<file path="src/rtl/rggen_address_mapper_pkg.sv">
// Shared encodings and helpers for the multi-window address mapper.
package rggen_address_mapper_pkg;

    typedef enum logic [1:0] {
        ST_IDLE    = 2'd0,
        ST_DECODE  = 2'd1,
        ST_ACCESS  = 2'd2,
        ST_RESPOND = 2'd3
    } state_e;

    typedef enum logic [1:0] {
        STATUS_OK      = 2'b00,
        STATUS_TIMEOUT = 2'b01,
        STATUS_SLVERR  = 2'b10,
        STATUS_DECERR  = 2'b11
    } status_e;

    // Bit of the access field that marks a write (1) versus a read (0).
    localparam int ACCESS_WRITE_BIT = 0;

    function automatic int clog2(input int value);
        int r;
        r = 0;
        while ((1 << r) < value) r++;
        return r;
    endfunction

endpackage

</file>
<file path="src/rtl/rggen_address_window_match.sv">
// Combinational match of one address window: range hit plus read/write permission.
module rggen_address_window_match #(
    parameter int               WIDTH     = 8,
    parameter int               LSB       = 2,
    parameter logic [WIDTH-1:0] START     = '0,
    parameter logic [31:0]      BYTE_SIZE = 32'd4,
    parameter bit               READABLE  = 1'b1,
    parameter bit               WRITABLE  = 1'b1
) (
    input  logic [WIDTH-LSB-1:0] i_word,
    input  logic                 i_write,
    output logic                 o_hit,
    output logic                 o_permit
);

    // End address truncated to WIDTH bits; a window that runs past the top does not wrap.
    localparam int               EW          = WIDTH + 32;
    localparam logic [EW-1:0]    END_FULL    = {32'd0, START} + {{WIDTH{1'b0}}, BYTE_SIZE} - EW'(1);
    localparam logic [WIDTH-1:0] END_ADDRESS = END_FULL[WIDTH-1:0];

    assign o_hit    = (i_word >= START[WIDTH-1:LSB]) && (i_word <= END_ADDRESS[WIDTH-1:LSB]);
    assign o_permit = i_write ? WRITABLE : READABLE;

endmodule

</file>
<file path="src/rtl/rggen_address_mapper.sv">
// Multi-window address mapper: accept, decode, hold one-hot select, single-cycle response.
// Optional ACCESS-state timeout enabled by defining RGGEN_ADDRESS_MAPPER_TIMEOUT_EN.
module rggen_address_mapper
    import rggen_address_mapper_pkg::*;
#(
    parameter int                       WINDOWS        = 4,
    parameter int                       WIDTH          = 8,
    parameter int                       BUS_WIDTH      = 32,
    parameter logic [WINDOWS*WIDTH-1:0] START_ADDRESS  = '0,
    parameter logic [WINDOWS*32-1:0]    BYTE_SIZE      = {WINDOWS{32'd4}},
    parameter logic [WINDOWS-1:0]       READABLE       = '1,
    parameter logic [WINDOWS-1:0]       WRITABLE       = '1,
    parameter int                       TIMEOUT_CYCLES = 255,
    localparam int                      IDX_W          = (WINDOWS > 1) ? clog2(WINDOWS) : 1
) (
    input  logic               i_clk,
    input  logic               i_rst_n,
    input  logic               i_valid,
    output logic               o_ready,
    input  logic [WIDTH-1:0]   i_address,
    input  logic [1:0]         i_access,
    output logic [WINDOWS-1:0] o_select,
    output logic [IDX_W-1:0]   o_index,
    input  logic               i_target_ack,
    input  logic               i_target_error,
    output logic               o_ack,
    output logic [1:0]         o_status
);

    localparam int LSB = clog2(BUS_WIDTH) - 3;

    state_e             state_q, state_d;
    logic [WIDTH-1:0]   address_q, address_d;
    logic [1:0]         access_q, access_d;
    logic [WINDOWS-1:0] select_q, select_d;
    logic [IDX_W-1:0]   index_q, index_d;
    logic [1:0]         status_q, status_d;

    logic [WINDOWS-1:0] hit, permit;
    logic               hit_any, hit_permit;
    logic [IDX_W-1:0]   hit_index;

    for (genvar g = 0; g < WINDOWS; g++) begin : g_window
        rggen_address_window_match #(
            .WIDTH     (WIDTH),
            .LSB       (LSB),
            .START     (START_ADDRESS[g*WIDTH +: WIDTH]),
            .BYTE_SIZE (BYTE_SIZE[g*32 +: 32]),
            .READABLE  (READABLE[g]),
            .WRITABLE  (WRITABLE[g])
        ) u_match (
            .i_word   (address_q[WIDTH-1:LSB]),
            .i_write  (access_q[ACCESS_WRITE_BIT]),
            .o_hit    (hit[g]),
            .o_permit (permit[g])
        );
    end

    // Scan high to low so the lowest overlapping window is the one left standing.
    always_comb begin
        hit_any    = 1'b0;
        hit_index  = '0;
        hit_permit = 1'b0;
        for (int i = WINDOWS - 1; i >= 0; i--) begin
            if (hit[i]) begin
                hit_any    = 1'b1;
                hit_index  = IDX_W'(i);
                hit_permit = permit[i];
            end
        end
    end

    // Sub-word address bits and access bit 1 carry no decode meaning.
    logic unused_bits;
    assign unused_bits = ^{access_q[1], address_q};

`ifdef RGGEN_ADDRESS_MAPPER_TIMEOUT_EN
    localparam int TO_W = clog2(TIMEOUT_CYCLES + 1);
    logic [TO_W-1:0] count_q, count_d;
`else
    logic unused_timeout;
    assign unused_timeout = ^TIMEOUT_CYCLES;
`endif

    always_comb begin
        state_d   = state_q;
        address_d = address_q;
        access_d  = access_q;
        select_d  = select_q;
        index_d   = index_q;
        status_d  = status_q;
`ifdef RGGEN_ADDRESS_MAPPER_TIMEOUT_EN
        count_d   = count_q;
`endif
        case (state_q)
            ST_IDLE: begin
                if (i_valid) begin
                    address_d = i_address;
                    access_d  = i_access;
                    state_d   = ST_DECODE;
                end
            end
            ST_DECODE: begin
                if (hit_any && hit_permit) begin
                    select_d = WINDOWS'(1) << hit_index;
                    index_d  = hit_index;
                    state_d  = ST_ACCESS;
`ifdef RGGEN_ADDRESS_MAPPER_TIMEOUT_EN
                    count_d  = '0;
`endif
                end else begin
                    status_d = STATUS_DECERR;
                    state_d  = ST_RESPOND;
                end
            end
            ST_ACCESS: begin
`ifdef RGGEN_ADDRESS_MAPPER_TIMEOUT_EN
                count_d = count_q + 1'b1;
`endif
                // A target ack in the final counted cycle takes precedence over the timeout.
                if (i_target_ack) begin
                    select_d = '0;
                    status_d = i_target_error ? STATUS_SLVERR : STATUS_OK;
                    state_d  = ST_RESPOND;
                end
`ifdef RGGEN_ADDRESS_MAPPER_TIMEOUT_EN
                else if (count_d == TO_W'(TIMEOUT_CYCLES)) begin
                    select_d = '0;
                    status_d = STATUS_TIMEOUT;
                    state_d  = ST_RESPOND;
                end
`endif
            end
            ST_RESPOND: state_d = ST_IDLE;
            default:    state_d = ST_IDLE;
        endcase
    end

    always_ff @(posedge i_clk or negedge i_rst_n) begin
        if (!i_rst_n) begin
            state_q   <= ST_IDLE;
            address_q <= '0;
            access_q  <= '0;
            select_q  <= '0;
            index_q   <= '0;
            status_q  <= '0;
`ifdef RGGEN_ADDRESS_MAPPER_TIMEOUT_EN
            count_q   <= '0;
`endif
        end else begin
            state_q   <= state_d;
            address_q <= address_d;
            access_q  <= access_d;
            select_q  <= select_d;
            index_q   <= index_d;
            status_q  <= status_d;
`ifdef RGGEN_ADDRESS_MAPPER_TIMEOUT_EN
            count_q   <= count_d;
`endif
        end
    end

    assign o_ready  = (state_q == ST_IDLE);
    assign o_ack    = (state_q == ST_RESPOND);
    assign o_select = select_q;
    assign o_index  = index_q;
    assign o_status = status_q;

endmodule

</file>
<file path="config.mk">
export PLATFORM = sky130hd
export DESIGN_NAME = rggen_address_mapper
export DESIGN_NICKNAME = d
export VERILOG_FILES = /design/src/rtl/rggen_address_mapper_pkg.sv /design/src/rtl/rggen_address_window_match.sv /design/src/rtl/rggen_address_mapper.sv
export SDC_FILE = /design/constraint.sdc
export NUM_CORES = 1
export LEC_CHECK = 0
export BUFFER_PORTS_ARGS = -buffer_cell sky130_fd_sc_hd__buf_2
export CAP_MARGIN = 20
export CELL_PAD_IN_SITES_DETAIL_PLACEMENT = 0
export CELL_PAD_IN_SITES_GLOBAL_PLACEMENT = 1
export CORE_ASPECT_RATIO = 1.4
export CORE_MARGIN = 2
export CORE_UTILIZATION = 35
export DETAILED_ROUTE_END_ITERATION = 8
export GPL_TIMING_DRIVEN = 0
export PLACE_DENSITY_LB_ADDON = 0.1
export SYNTH_ARGS = -nofsm -noshare
export SYNTH_HDL_FRONTEND = slang
export SYNTH_SLANG_ARGS = --single-unit
export TNS_END_PERCENT = 50
</file>
<file path="constraint.sdc">
create_clock -name i_clk -period 1.89 [get_ports i_clk]
set_clock_uncertainty 0.2 [all_clocks]
set_input_delay 0.0945 -clock i_clk [delete_from_list [all_inputs] [get_ports i_clk]]
set_output_delay 0.0945 -clock i_clk [all_outputs]
set_load 0.02 [all_outputs]
</file>
== Yosys cells after proc, flatten, opt, wreduce, memory -nomap -nowiden ==
Index checks and enable logic that the tools add are counted.

* Bits of input ports: 15
* Flip-flop bits (word level): 16
* Output and inout bits: 10

* Equal/unequal tests: 7
* Reductions and logical operators: 7
* Magnitude comparators: 2
* Mux-type cells: 12

{| class="wikitable"
|+ Operators with widths
! kind !! number
|-
| two-way mux 2 bit || 5
|-
| two-way mux 4 bit || 2
|-
| inequality test 2 bit (second input constant) || 4
|-
| one-hot mux 2 bit (4 select lines) || 1
|-
| one-hot mux 4 bit (2 select lines) || 1
|-
| >= comparator 6 x 1 -> 1 bit (second input constant) || 1
|-
| <= comparator 6 x 1 -> 1 bit (second input constant) || 1
|-
| AND reduction 3 bit || 2
|-
| equality test 2 bit (second input constant) || 2
|-
| one-hot mux 2 bit (2 select lines) || 1
|-
| AND reduction 2 bit || 2
|-
| equality test 2 x 1 -> 1 bit (second input constant) || 1
|-
| zero test 2 bit || 1
|-
| two-way mux 1 bit || 2
|-
| nonzero test 2 bit || 1
|-
| logical AND 1 bit || 1
|}

== Logic depth before layout (Yosys ltp) ==
* Word-level depth: 5
* Mapped depth: 5

== By module ==
Synthesis repeated with hierarchy kept, for this count alone.

* Cell total of the unflattened synthesis: 97
* Area, all modules: 993.5 um^2

{| class="wikitable"
|+ By module, submodules not included
! module !! sequential area each (um^2) !! cells each !! area each (um^2) !! times used
|-
| rggen_address_mapper || 425.4 || 81 || 878.3 || 1
|-
| rggen_address_window_match || 0.0 || 4 || 28.8 || 4
|}

== Worst setup path after synthesis ==
Ideal clock, no wire load.

* Kind: reg-to-reg
* Start point: register state_q[1]
* End point: register status_q[1], in the netlist o_status[1]
* Path slack: 0.256 ns
* Clock period less this slack: 1.634 ns
* Required time: 1.562 ns
* Path buffers: 0
* Data arrival time: 1.306 ns
* Stages on the path, launching flop included: 6
* Cell sequence: dfrtp_1 > inv_1 > ha_1 > or4bb_1 > o211ai_1 > nor3_1

* Cells in the longest elaborated chain, start to end: 3

{| class="wikitable"
|+ RTL lines
! item !! line !! text
|-
| start: declaration || rggen_address_mapper.sv:32 || <nowiki>state_e state_q, state_d;</nowiki>
|-
| start signal: assignment || rggen_address_mapper.sv:151 || <nowiki>state_q <= state_d;</nowiki>
|-
| equality test 2 x 1 -> 1 bit / equality test 2 bit (equally long branches) || rggen_address_mapper.sv:95 || <nowiki>case (state_q)</nowiki>
|-
| inequality test 2 bit (no line) / nonzero test 2 bit (equally long branches) || -- ||
|-
| AND reduction 3 bit (no line) || -- ||
|-
| end signal: assignment || rggen_address_mapper.sv:156 || <nowiki>status_q <= status_d;</nowiki>
|-
| end: declaration || rggen_address_mapper.sv:37 || <nowiki>logic [1:0] status_q, status_d;</nowiki>
|}

Several ways; a longest one is shown, not always the timed one.
A chain may end at the register's enable or synchronous reset.

== Final worst setup path ==
Same ends and word-level chain as after synthesis.

==> impl_metrics.yaml <==
global_routing:
  grt_max_degree: 12
  grt_usage_pct: 13.4
  grt_pass1_wl_um: 2070
  antenna_found_initial: 0
  grt_pass1_vias: 516
  gr-total-overflow: 0
yosys:
  ys_ff_latch: 11
  synth_fa_ha_area_share_pct: 9.40
  synth_most_common_cell: "dfrtp_1"
  synth_edf_count: 0
  synth_top_family_by_area: "simple AND/OR/NAND/NOR gates"
  synth_largest_area_cell: "dfrtp_1"
  syn_inst: 60
  synth_simple_gate_area_share_pct: 18.8
  synth_compound_area_share_pct: 12.4
  synth_xor_area_share_pct: 0
  ys_warn_count: 0
  syn_avg_cell_area_um2: 11.1
  dominantRegCellSynth: "dfrtp_1"
  synth_area_leaders: "dfrtp_1, mux2_2, ha_1"
  netlist.area_leader.share_pct: 41.4
  synth-seq-area-share_pct: 41.4
  synthArstFlopShare_pct: 100
  synth_mux_area_share_pct: 10.2
  synth_area_um2: 666
  synthTopCellsByCount: "dfrtp_1, mux2_2, buf_4, ha_1"
  synth.distinct_cells: 27
power_and_ir_drop:
  p_comb_share_pct: 48.2
  swShare_pct: 40.9
  p_switching_mw: 0.490
  total_power_mw: 1.20
  vdd_drop_max_mv: 0.780
  clockPowerShare_pct: 13.2
  power_density_nw_per_um2: 1350
  p_int_mw: 0.709
  p_seq_share_pct: 38.6
  leakage_nw: 0.406
drt:
  drc: 0
  wl_per_cell_um: 11.3
  postRouteAntennaNets: 0
  vias: 532
  dr.pass1.iters: 4
  wirelength_um: 1260
  drt-initial-drc-count: 5
  drt-vias-per-instance: 4.79
timing:
  fin_crit_ns: 1.79
  setup_tns_ns: 0
  fin_crit_sh_pct: 94.6
  max_freq_mhz: 560
  hold_viol: 0
  slew_violations: 0
  rsz0062_at_grt: "false"
  finalSetupViolCount: 0
floorplanning:
  start_util_pct: 37.4
  dieWidth_um: 40.9
  fp.dieArea_um2: 2270
  row_count: 18
  ios: 25
  die_y_um: 55.6
  core-area_um2: 1780
setup_path:
  crit_fanout: 7
  start_kind: "flop"
  critPathArrivalTime_ns: 1.74
  crit_type: "flop to flop"
  worst_ep_required_time_ns: 1.84
  worstSetupEndpointType: "flop"
layout:
  antenna_cells: 0
  multi_input_area_um2: 357
  num-fill-cells: 173
  area_growth_syn_to_layout_pct: 33.3
  drive_gt1_share_pct: 36.3
  final_nets: 112
  seq_area_um2: 275
clocking:
  clk_latency_ns: 0.27
  cts_root_buf: "clkbuf_4"
  post_cts_buffers: 0
  htreeDepth: 1
  clk_pin_slew_ns: 0.07
  clock-sinks: 11
  numCtsBuffers: 3
  cts_tree: "done"
  clockBufferDepth: 2
place:
  place_congestion: 0.688
  dp_hpwl_um: 974
  portBuffers: 15
worst_hold_path:
  hold_path.class: "input port to asynchronous set/reset pin"
status:
  status: "complete, no violations"
flow_run:
  drv_cap: 0
[cell usage in the layout (no fill, tap or decap), types with 2 or more instances in the layout]
master / netlist / routed
ha_1: 5 / 5
clkbuf_4: 0 / 3
nand2b_1: 3 / 3
dfrtp_1: 11 / 11
dlygate4sd3_1: 0 / 8
a311o_1: 2 / 2
buf_2: 0 / 15
buf_4: 5 / 5
nor4_2: 2 / 2
a21boi_0: 2 / 2
conb_1: 1 / 5
nor3_1: 2 / 2
nand2_1: 3 / 3
inv_1: 3 / 3
mux2_2: 6 / 6
[critical path: stages (launching register included)]
cell	delay, ns
dfrtp_1	0.39
inv_1	0.10
ha_1	0.28
or4bb_1	0.53
o211ai_1	0.11
nor3_1	0.06
[timing repair]
item,in CTS,in global routing
hold buffers,8,0
endpoints found under the hold margin,18,0
resized for setup,0,0
[flip-flops by register name, summed over array words and instances, names as in the netlist]
signal / flops
address_q: 6
o_select: 1
o_status: 2
state_q: 2
[stage by stage]
step	utilization [%]	hold WS (ns)	instance area, um^2	std cells	setup WS [ns]
floorplan	-	-0.401	681	64	0.256
detailed placement	43.9	-0.221	781	99	0.0964
global placement	43.9	-0.218	781	99	0.108
global route	49.9	0.0417	887	111	0.00858
finish	49.9	0.0221	887	111	0.103
CTS	49.9	0.0112	887	111	0.0844
[power groups by stage]
stage	sequential [mW]	combinational, mW	clock [mW]
CTS	0.465	0.587	0.165
floorplan	0.476	0.419	0
finish	0.462	0.578	0.158
detailed placement	0.470	0.572	0
global route	0.480	0.656	0.175
global placement	0.463	0.564	0
[per-layer routing]
layer	track usage, %	vias to the layer above	share of wire [%]	wire length [um]
met1	16.1	246	41	521
li1	-	272	-	-
met3	1.20	4	2.5	31
met4	10.0	0	2.8	35
met5	0	-	0	0
met2	20.5	10	53	668
[kinds of logic after synthesis]
family	count (synthesis)
compound gates	11
simple gates	18
buf+inv	8
other cells	1
flops	11
mux	6
fa+ha+maj	5
[final cells by class]
type	count	share of cell area [%]
timing repair buffer	23	17.5
buffer	5	4.23
multi-input combinational	45	40.2
inverter	3	1.27
clock buffer	4	2.96
tap	20	2.82
sequential	11	31.0
[final timing paths]
| kind | start | endpoint | slack [ns] | depth (start not counted) |
|---|---|---|---|---|
| setup / recovery | state_q[1] | o_status[1] | 0.10 | 5 |
| setup reg to reg | state_q[1] | o_status[1] | 0.10 | 5 |
| min in group i_clk | i_valid | state_q[1] | 0.03 | 4 |
| max in group asynchronous | i_rst_n | address_q[4] | 1.26 | 2 |
| hold / removal | i_rst_n | address_q[5] | 0.02 | 2 |
| hold reg to reg | o_status[0] | o_status[0] | 0.35 | 1 |
(Power assumes the default switching activity.)
